### config.mk
export PLATFORM = sky130hd
export DESIGN_NAME = gpio_bank
export DESIGN_NICKNAME = d
export VERILOG_FILES = /design/src/rtl/gpio_pkg.sv /design/src/rtl/gpio_in_sync.sv /design/src/rtl/gpio_bank.sv
export SDC_FILE = /design/constraint.sdc
export NUM_CORES = 1
export LEC_CHECK = 0
export ABC_AREA = 1
export BUFFER_PORTS_ARGS = -buffer_cell sky130_fd_sc_hd__buf_2
export CORE_UTILIZATION = 29
export DETAILED_ROUTE_END_ITERATION = 8
export PLACE_DENSITY_LB_ADDON = 0.3
export SYNTH_ARGS = -nofsm -noshare
export SYNTH_HDL_FRONTEND = slang
export SYNTH_SLANG_ARGS = --single-unit
### constraint.sdc
create_clock -name clk -period 1.4 [get_ports clk]
set_input_delay 0.21 -clock clk [delete_from_list [all_inputs] [get_ports clk]]
set_output_delay 0.21 -clock clk [all_outputs]
set_load 0.005 [all_outputs]
### src/rtl/gpio_pkg.sv
// Shared definitions for the GPIO bank: register offsets, pin limits and
// the register decode used by the bus front end.
package gpio_pkg;

  localparam int MAX_PINS         = 32;
  localparam int DEBOUNCE_DEFAULT = 1024;

  localparam logic [31:0] OFF_OUT     = 32'h00;
  localparam logic [31:0] OFF_DIR     = 32'h04;
  localparam logic [31:0] OFF_IN      = 32'h08;
  localparam logic [31:0] OFF_SET     = 32'h0C;
  localparam logic [31:0] OFF_CLR     = 32'h10;
  localparam logic [31:0] OFF_TGL     = 32'h14;
  localparam logic [31:0] OFF_RISE_EN = 32'h18;
  localparam logic [31:0] OFF_FALL_EN = 32'h1C;
  localparam logic [31:0] OFF_STATUS  = 32'h20;

  typedef enum logic [3:0] {
    REG_OUT,
    REG_DIR,
    REG_IN,
    REG_SET,
    REG_CLR,
    REG_TGL,
    REG_RISE_EN,
    REG_FALL_EN,
    REG_STATUS,
    REG_NONE
  } reg_sel_e;

  // Byte offset to register; the two low address bits are don't-care.
  function automatic reg_sel_e decode_reg(input logic [31:0] byte_off);
    reg_sel_e r;
    case (byte_off & 32'hFFFF_FFFC)
      OFF_OUT:     r = REG_OUT;
      OFF_DIR:     r = REG_DIR;
      OFF_IN:      r = REG_IN;
      OFF_SET:     r = REG_SET;
      OFF_CLR:     r = REG_CLR;
      OFF_TGL:     r = REG_TGL;
      OFF_RISE_EN: r = REG_RISE_EN;
      OFF_FALL_EN: r = REG_FALL_EN;
      OFF_STATUS:  r = REG_STATUS;
      default:     r = REG_NONE;
    endcase
    return r;
  endfunction

  function automatic logic [31:0] byte_mask(input logic [3:0] wmask);
    logic [31:0] m;
    for (int b = 0; b < 4; b++) m[8*b +: 8] = {8{wmask[b]}};
    return m;
  endfunction

endpackage

### src/rtl/gpio_in_sync.sv
// Per-pin input path: synchroniser, optional debouncer (GPIO_DEBOUNCE_EN),
// previous-value flop and warm-up gated rise/fall detection.
module gpio_in_sync #(
  parameter int SYNC_STAGES     = 2,
  parameter int DEBOUNCE_CYCLES = 1024
) (
  input  logic clk,
  input  logic reset_n,
  input  logic pin_i,
  input  logic warm_i,
  input  logic rise_en_i,
  input  logic fall_en_i,
  output logic in_o,
  output logic rise_o,
  output logic fall_o
);

  logic [SYNC_STAGES-1:0] sync_q;
  logic                   s_val;
  logic                   in_val;
  logic                   prev_q;

  always_ff @(posedge clk or negedge reset_n) begin
    if (!reset_n) sync_q <= '0;
    else          sync_q <= {sync_q[SYNC_STAGES-2:0], pin_i};
  end

  assign s_val = sync_q[SYNC_STAGES-1];

`ifdef GPIO_DEBOUNCE_EN
  localparam int               CNT_W    = $clog2(DEBOUNCE_CYCLES);
  localparam logic [CNT_W-1:0] CNT_LOAD = CNT_W'(DEBOUNCE_CYCLES - 1);

  logic             db_q, db_d;
  logic [CNT_W-1:0] cnt_q, cnt_d;

  // During warm-up the debounced value tracks the synchroniser directly so a
  // pin already high at reset does not look like a rise once detection opens.
  always_comb begin
    db_d  = db_q;
    cnt_d = CNT_LOAD;
    if (!warm_i) begin
      db_d = s_val;
    end else if (s_val != db_q) begin
      if (cnt_q == '0) db_d  = s_val;
      else             cnt_d = cnt_q - 1'b1;
    end
  end

  always_ff @(posedge clk or negedge reset_n) begin
    if (!reset_n) begin
      db_q  <= 1'b0;
      cnt_q <= '0;
    end else begin
      db_q  <= db_d;
      cnt_q <= cnt_d;
    end
  end

  assign in_val = db_q;
`else
  localparam int unused_debounce_cycles = DEBOUNCE_CYCLES;

  assign in_val = s_val;
`endif

  always_ff @(posedge clk or negedge reset_n) begin
    if (!reset_n) prev_q <= 1'b0;
    else          prev_q <= warm_i ? in_val : s_val;
  end

  assign in_o   = in_val;
  assign rise_o = warm_i &  in_val & ~prev_q & rise_en_i;
  assign fall_o = warm_i & ~in_val &  prev_q & fall_en_i;

endmodule

### src/rtl/gpio_bank.sv
// Parametrised GPIO bank on the local bus: OUT/DIR/IN, atomic set/clear/toggle,
// edge capture with W1C status and level irq. Debounce via GPIO_DEBOUNCE_EN.
module gpio_bank
  import gpio_pkg::*;
#(
  parameter int N_PINS          = 16,
  parameter int SYNC_STAGES     = 2,
  parameter int ADDR_W          = 6,
  parameter int DEBOUNCE_CYCLES = DEBOUNCE_DEFAULT
) (
  input  logic              clk,
  input  logic              reset_n,
  input  logic              sel,
  input  logic [ADDR_W-1:0] addr,
  input  logic [31:0]       wdata,
  input  logic [3:0]        wmask,
  input  logic              rstrb,
  output logic [31:0]       rdata,
  output logic              rvalid,
  input  logic [N_PINS-1:0] pin_in,
  output logic [N_PINS-1:0] pin_out,
  output logic [N_PINS-1:0] pin_oe,
  output logic              irq
);

  if (N_PINS < 1 || N_PINS > MAX_PINS) begin : g_bad_n_pins
    $error("gpio_bank: N_PINS out of range");
  end
  if (SYNC_STAGES < 2 || SYNC_STAGES > 4) begin : g_bad_sync
    $error("gpio_bank: SYNC_STAGES out of range");
  end

  localparam int               WARM_W    = $clog2(SYNC_STAGES + 2);
  localparam logic [WARM_W-1:0] WARM_DONE = WARM_W'(SYNC_STAGES + 1);

  logic [N_PINS-1:0] out_q, out_d;
  logic [N_PINS-1:0] dir_q, dir_d;
  logic [N_PINS-1:0] rise_en_q, rise_en_d;
  logic [N_PINS-1:0] fall_en_q, fall_en_d;
  logic [N_PINS-1:0] status_q, status_d;
  logic [WARM_W-1:0] warm_q, warm_d;
  logic [31:0]       rdata_q, rdata_d;
  logic              rvalid_q, rvalid_d;

  logic [N_PINS-1:0] in_val, rise, fall;
  logic [N_PINS-1:0] keep, wbits, w1c;
  logic [31:0]       bmask, rd_val;
  logic              wr, rd, warm;
  reg_sel_e          rsel;

  assign rsel  = decode_reg(32'(addr));
  assign wr    = sel & (|wmask);
  assign rd    = sel & rstrb;
  assign bmask = byte_mask(wmask);
  assign keep  = bmask[N_PINS-1:0];
  assign wbits = wdata[N_PINS-1:0] & keep;
  assign warm  = (warm_q == WARM_DONE);

  for (genvar i = 0; i < N_PINS; i++) begin : g_pin
    gpio_in_sync #(
      .SYNC_STAGES    (SYNC_STAGES),
      .DEBOUNCE_CYCLES(DEBOUNCE_CYCLES)
    ) u_in (
      .clk      (clk),
      .reset_n  (reset_n),
      .pin_i    (pin_in[i]),
      .warm_i   (warm),
      .rise_en_i(rise_en_q[i]),
      .fall_en_i(fall_en_q[i]),
      .in_o     (in_val[i]),
      .rise_o   (rise[i]),
      .fall_o   (fall[i])
    );
  end

  always_comb begin
    out_d     = out_q;
    dir_d     = dir_q;
    rise_en_d = rise_en_q;
    fall_en_d = fall_en_q;
    w1c       = '0;
    warm_d    = warm ? warm_q : warm_q + 1'b1;
    if (wr) begin
      case (rsel)
        REG_OUT:     out_d     = (out_q & ~keep) | wbits;
        REG_DIR:     dir_d     = (dir_q & ~keep) | wbits;
        REG_SET:     out_d     = out_q | wbits;
        REG_CLR:     out_d     = out_q & ~wbits;
        REG_TGL:     out_d     = out_q ^ wbits;
        REG_RISE_EN: rise_en_d = (rise_en_q & ~keep) | wbits;
        REG_FALL_EN: fall_en_d = (fall_en_q & ~keep) | wbits;
        REG_STATUS:  w1c       = wbits;
        default:     ;
      endcase
    end
    // A fresh edge in the same cycle as its W1C clear keeps the bit set.
    status_d = (status_q & ~w1c) | rise | fall;
  end

  // Read mux sees pre-write register state.
  always_comb begin
    rd_val = '0;
    case (rsel)
      REG_OUT:     rd_val[N_PINS-1:0] = out_q;
      REG_DIR:     rd_val[N_PINS-1:0] = dir_q;
      REG_IN:      rd_val[N_PINS-1:0] = in_val;
      REG_RISE_EN: rd_val[N_PINS-1:0] = rise_en_q;
      REG_FALL_EN: rd_val[N_PINS-1:0] = fall_en_q;
      REG_STATUS:  rd_val[N_PINS-1:0] = status_q;
      default:     rd_val = '0;
    endcase
    rdata_d  = rd ? rd_val : rdata_q;
    rvalid_d = rd;
  end

  always_ff @(posedge clk or negedge reset_n) begin
    if (!reset_n) begin
      out_q     <= '0;
      dir_q     <= '0;
      rise_en_q <= '0;
      fall_en_q <= '0;
      status_q  <= '0;
      warm_q    <= '0;
      rdata_q   <= '0;
      rvalid_q  <= 1'b0;
    end else begin
      out_q     <= out_d;
      dir_q     <= dir_d;
      rise_en_q <= rise_en_d;
      fall_en_q <= fall_en_d;
      status_q  <= status_d;
      warm_q    <= warm_d;
      rdata_q   <= rdata_d;
      rvalid_q  <= rvalid_d;
    end
  end

  assign rdata   = rdata_q;
  assign rvalid  = rvalid_q;
  assign pin_out = out_q;
  assign pin_oe  = dir_q;
  assign irq     = |status_q;

endmodule

==> metrics.cfg <==
[status]
status=complete, but fails checks
violations=DRC, setup timing

[run]
maxCapViolCount=0

[power]
p_sw_frac=0.285
comb_power_share=0.159
power_frac_seq=0.456
p_leak_nw=4.83
intPower_w=0.00831
clockPowerShare=0.386
power.density_nw_per_um2=1250
switching_power_w=0.00331
ir_drop_uv=506

[detailed_routing]
dr_total_vias=6537
avgRoutedWirePerCell_um=15.6
via_per_inst=4.64
first_pass_iters=6
drc_errors=2
antenna_left=0
drt_wl_total_um=22000
drt_iter0_markers=389

[placement]
portBuffers=93
dp_hpwl_um=16000
dp.cells=1361
gp_congestion=0.828
placed_cell_area_um2=8530

[synthesis]
synth_seq_cells=147
avgSynthCellArea_um2=7.98
synth_ff_type=dfrtp_1
synthArstFlopShare=1.00
syn_inst=897
synth_common_cells=nand2_1 (309), dfrtp_1 (147), nand3_1 (125)
synth_top_area_frac=0.514
ys_warn_count=0
ys_types=29
synth.area.top_cells=dfrtp_1 (51%), nand2_1 (16%), nand3_1 (8.7%)
ys_seq_area_frac=0.514
synth_most_common_cell=nand2_1
synth_largest_area_cell=dfrtp_1
synth_edf_count=0
netlist_area_um2=7160

[setup_path]
rr_worst_depth=4
crit_family=simple AND/OR/NAND/NOR gates
crit_slowest_cell=dfrtp_1
cp-start-kind=flop
critPathCaptureType=primary output
cp.depth=3
path_class=reg2out
cp.arrival_ns=1.56
crit_chain=nor4_4 > nand4_1 > buf_2
critical_path_required_ns=1.19
critPathBufInv=1
crit_fanout=2
slowest_delay_ns=0.45

[global_routing]
gr-usage-all-layers=0.184
grt_pass1_vias=6406
grt_max_degree=41
grt_pass1_wl_um=35900
overflow=0
antenna_found_initial=1

[timing]
fin_ws_ns=-0.374
drv_slew=0
timing.hold.ws_ns=0.0316
skew_ns=0.00842
finalCritPeriodShare=1.27
finalSetupViolCount=1
final-hold-violation-count=0
rsz0062_at_grt=yes
tns_ns=-0.374
clock.fmax_mhz=564
finalCriticalPeriod_ns=1.77

[finish]
fin_cells=1410
drive_above_1_share=0.209
area_delta_synth_final_pct=29.9
utilization=0.384
num-nets-final=1152
finalInstanceArea_um2=9300

[clocking]
cts.htree.levels=4
cts_tree=yes
cts_buffers=17
clock_sinks=147
clk_pin_slew_ns=0.06
clk_latency_ns=0.43
clock_path_buffers=2
cts_root_buffer=clkbuf_16

[worst_hold_path]
holdPathStages=3
hp-class=in2reg

[die]
start_util=0.295
core_area_um2=24200
die_x_um=159
io_pins=128
die_area_um2=25300
die_h_um=159
num_rows=57

[path summary, 6_finish.rpt]
kind | start | to | slack [ns]
worst max-delay path | status_q[12] | irq | -0.37
worst min-delay path | wdata[15] | flop | 0.03
worst max register to register | pin_out[1] | pin_out[1] | 0.19
worst min register to register | g_pin[1].u_in.sync_q[0] | g_pin[1].u_in.sync_q[1] | 0.35
max in group asynchronous | reset_n | status_q[13] | 0.57
min in group asynchronous | reset_n | rdata[9] | 0.23
[placed cells by master, fill, tap and decap left out, drive strengths merged]
cell         netlist  layout
a21oi             28      28
buf               39     174
bufinv             0       2
clkbuf            10      23
clkinv             0       2
clkinvlp           0       4
conb               1      16
dfrtp            147     147
diode              0       1
dlygate4sd3        0      17
ha                17      17
inv               61      61
mux2               1       1
nand2            313     313
nand3            126     126
nand4              9       9
nor2              89      89
nor3              11      11
nor4               2       2
o21ai             41      41
o2bb2ai            1       1
xnor2              1       1
[layer usage]
layer / vias to the layer above / global-route usage / wire length, um
met5: - / 0 / 0
met1: 3101 / 0.251 / 10100
met2: 194 / 0.284 / 10100
met4: 0 / 0.0682 / 531
met3: 36 / 0.0419 / 1250
li1: 3206 / - / -
[per-stage QoR]
| stage | worst slack, ns | power, W |
|---|---|---|
| 2_1_floorplan | 0.101 | 0.00620 |
| 3_3_place_gp | -0.228 | 0.00714 |
| 3_5_place_dp | -0.195 | 0.00718 |
| 4_1_cts | -0.389 | 0.0118 |
| 5_1_grt | -0.414 | 0.0123 |
| 6_report | -0.374 | 0.0116 |
[power groups by stage]
stage | clock network (W) | registers (W) | logic (W)
final | 0.00448 | 0.00529 | 0.00184
after global routing | 0.00479 | 0.00537 | 0.00213
after CTS | 0.00459 | 0.00529 | 0.00187
after detailed placement | 0 | 0.00536 | 0.00182
after global placement | 0 | 0.00536 | 0.00178
after floorplan | 0 | 0.00525 | 0.000958
[kinds of logic after synthesis]
family                   share of synthesized area
AO/OA/AOI/OAI                               0.0494
XOR/XNOR                                   0.00122
adder cells (fa/ha/maj)                     0.0297
buffers and inverters                       0.0732
flip-flops                                   0.514
multiplexers                               0.00157
other                                     0.000524
AND/OR/NAND/NOR                              0.331
[repair_timing]
item                                   4_1_cts  5_1_grt
setup endpoints to repair                    1        1
endpoints found under the hold margin      143        0
hold buffers                                17        0
pin swaps                                    1        1
gates resized for setup                      4        1
cloned                                       0        0
setup buffers                                0        1
[worst reg2reg max path, stage by stage, from the launching register on]
cell and delay [ns]:
dfrtp_1 0.45, ha_1 0.33, nor3_1 0.19, o21ai_0 0.11, nand2_1 0.07
[cell type report]
cell class | count | area [um2]
multi-input combinational | 655 | 3050
inverter | 61 | 229
timing repair buffer | 191 | 1360
sequential | 147 | 3680
tap | 324 | 405
clock buffer | 23 | 468
clock inverter | 8 | 104
fill | 2512 | 14900
antenna | 1 | 2.50
No activity file was read; power rests on OpenSTA's default activity.
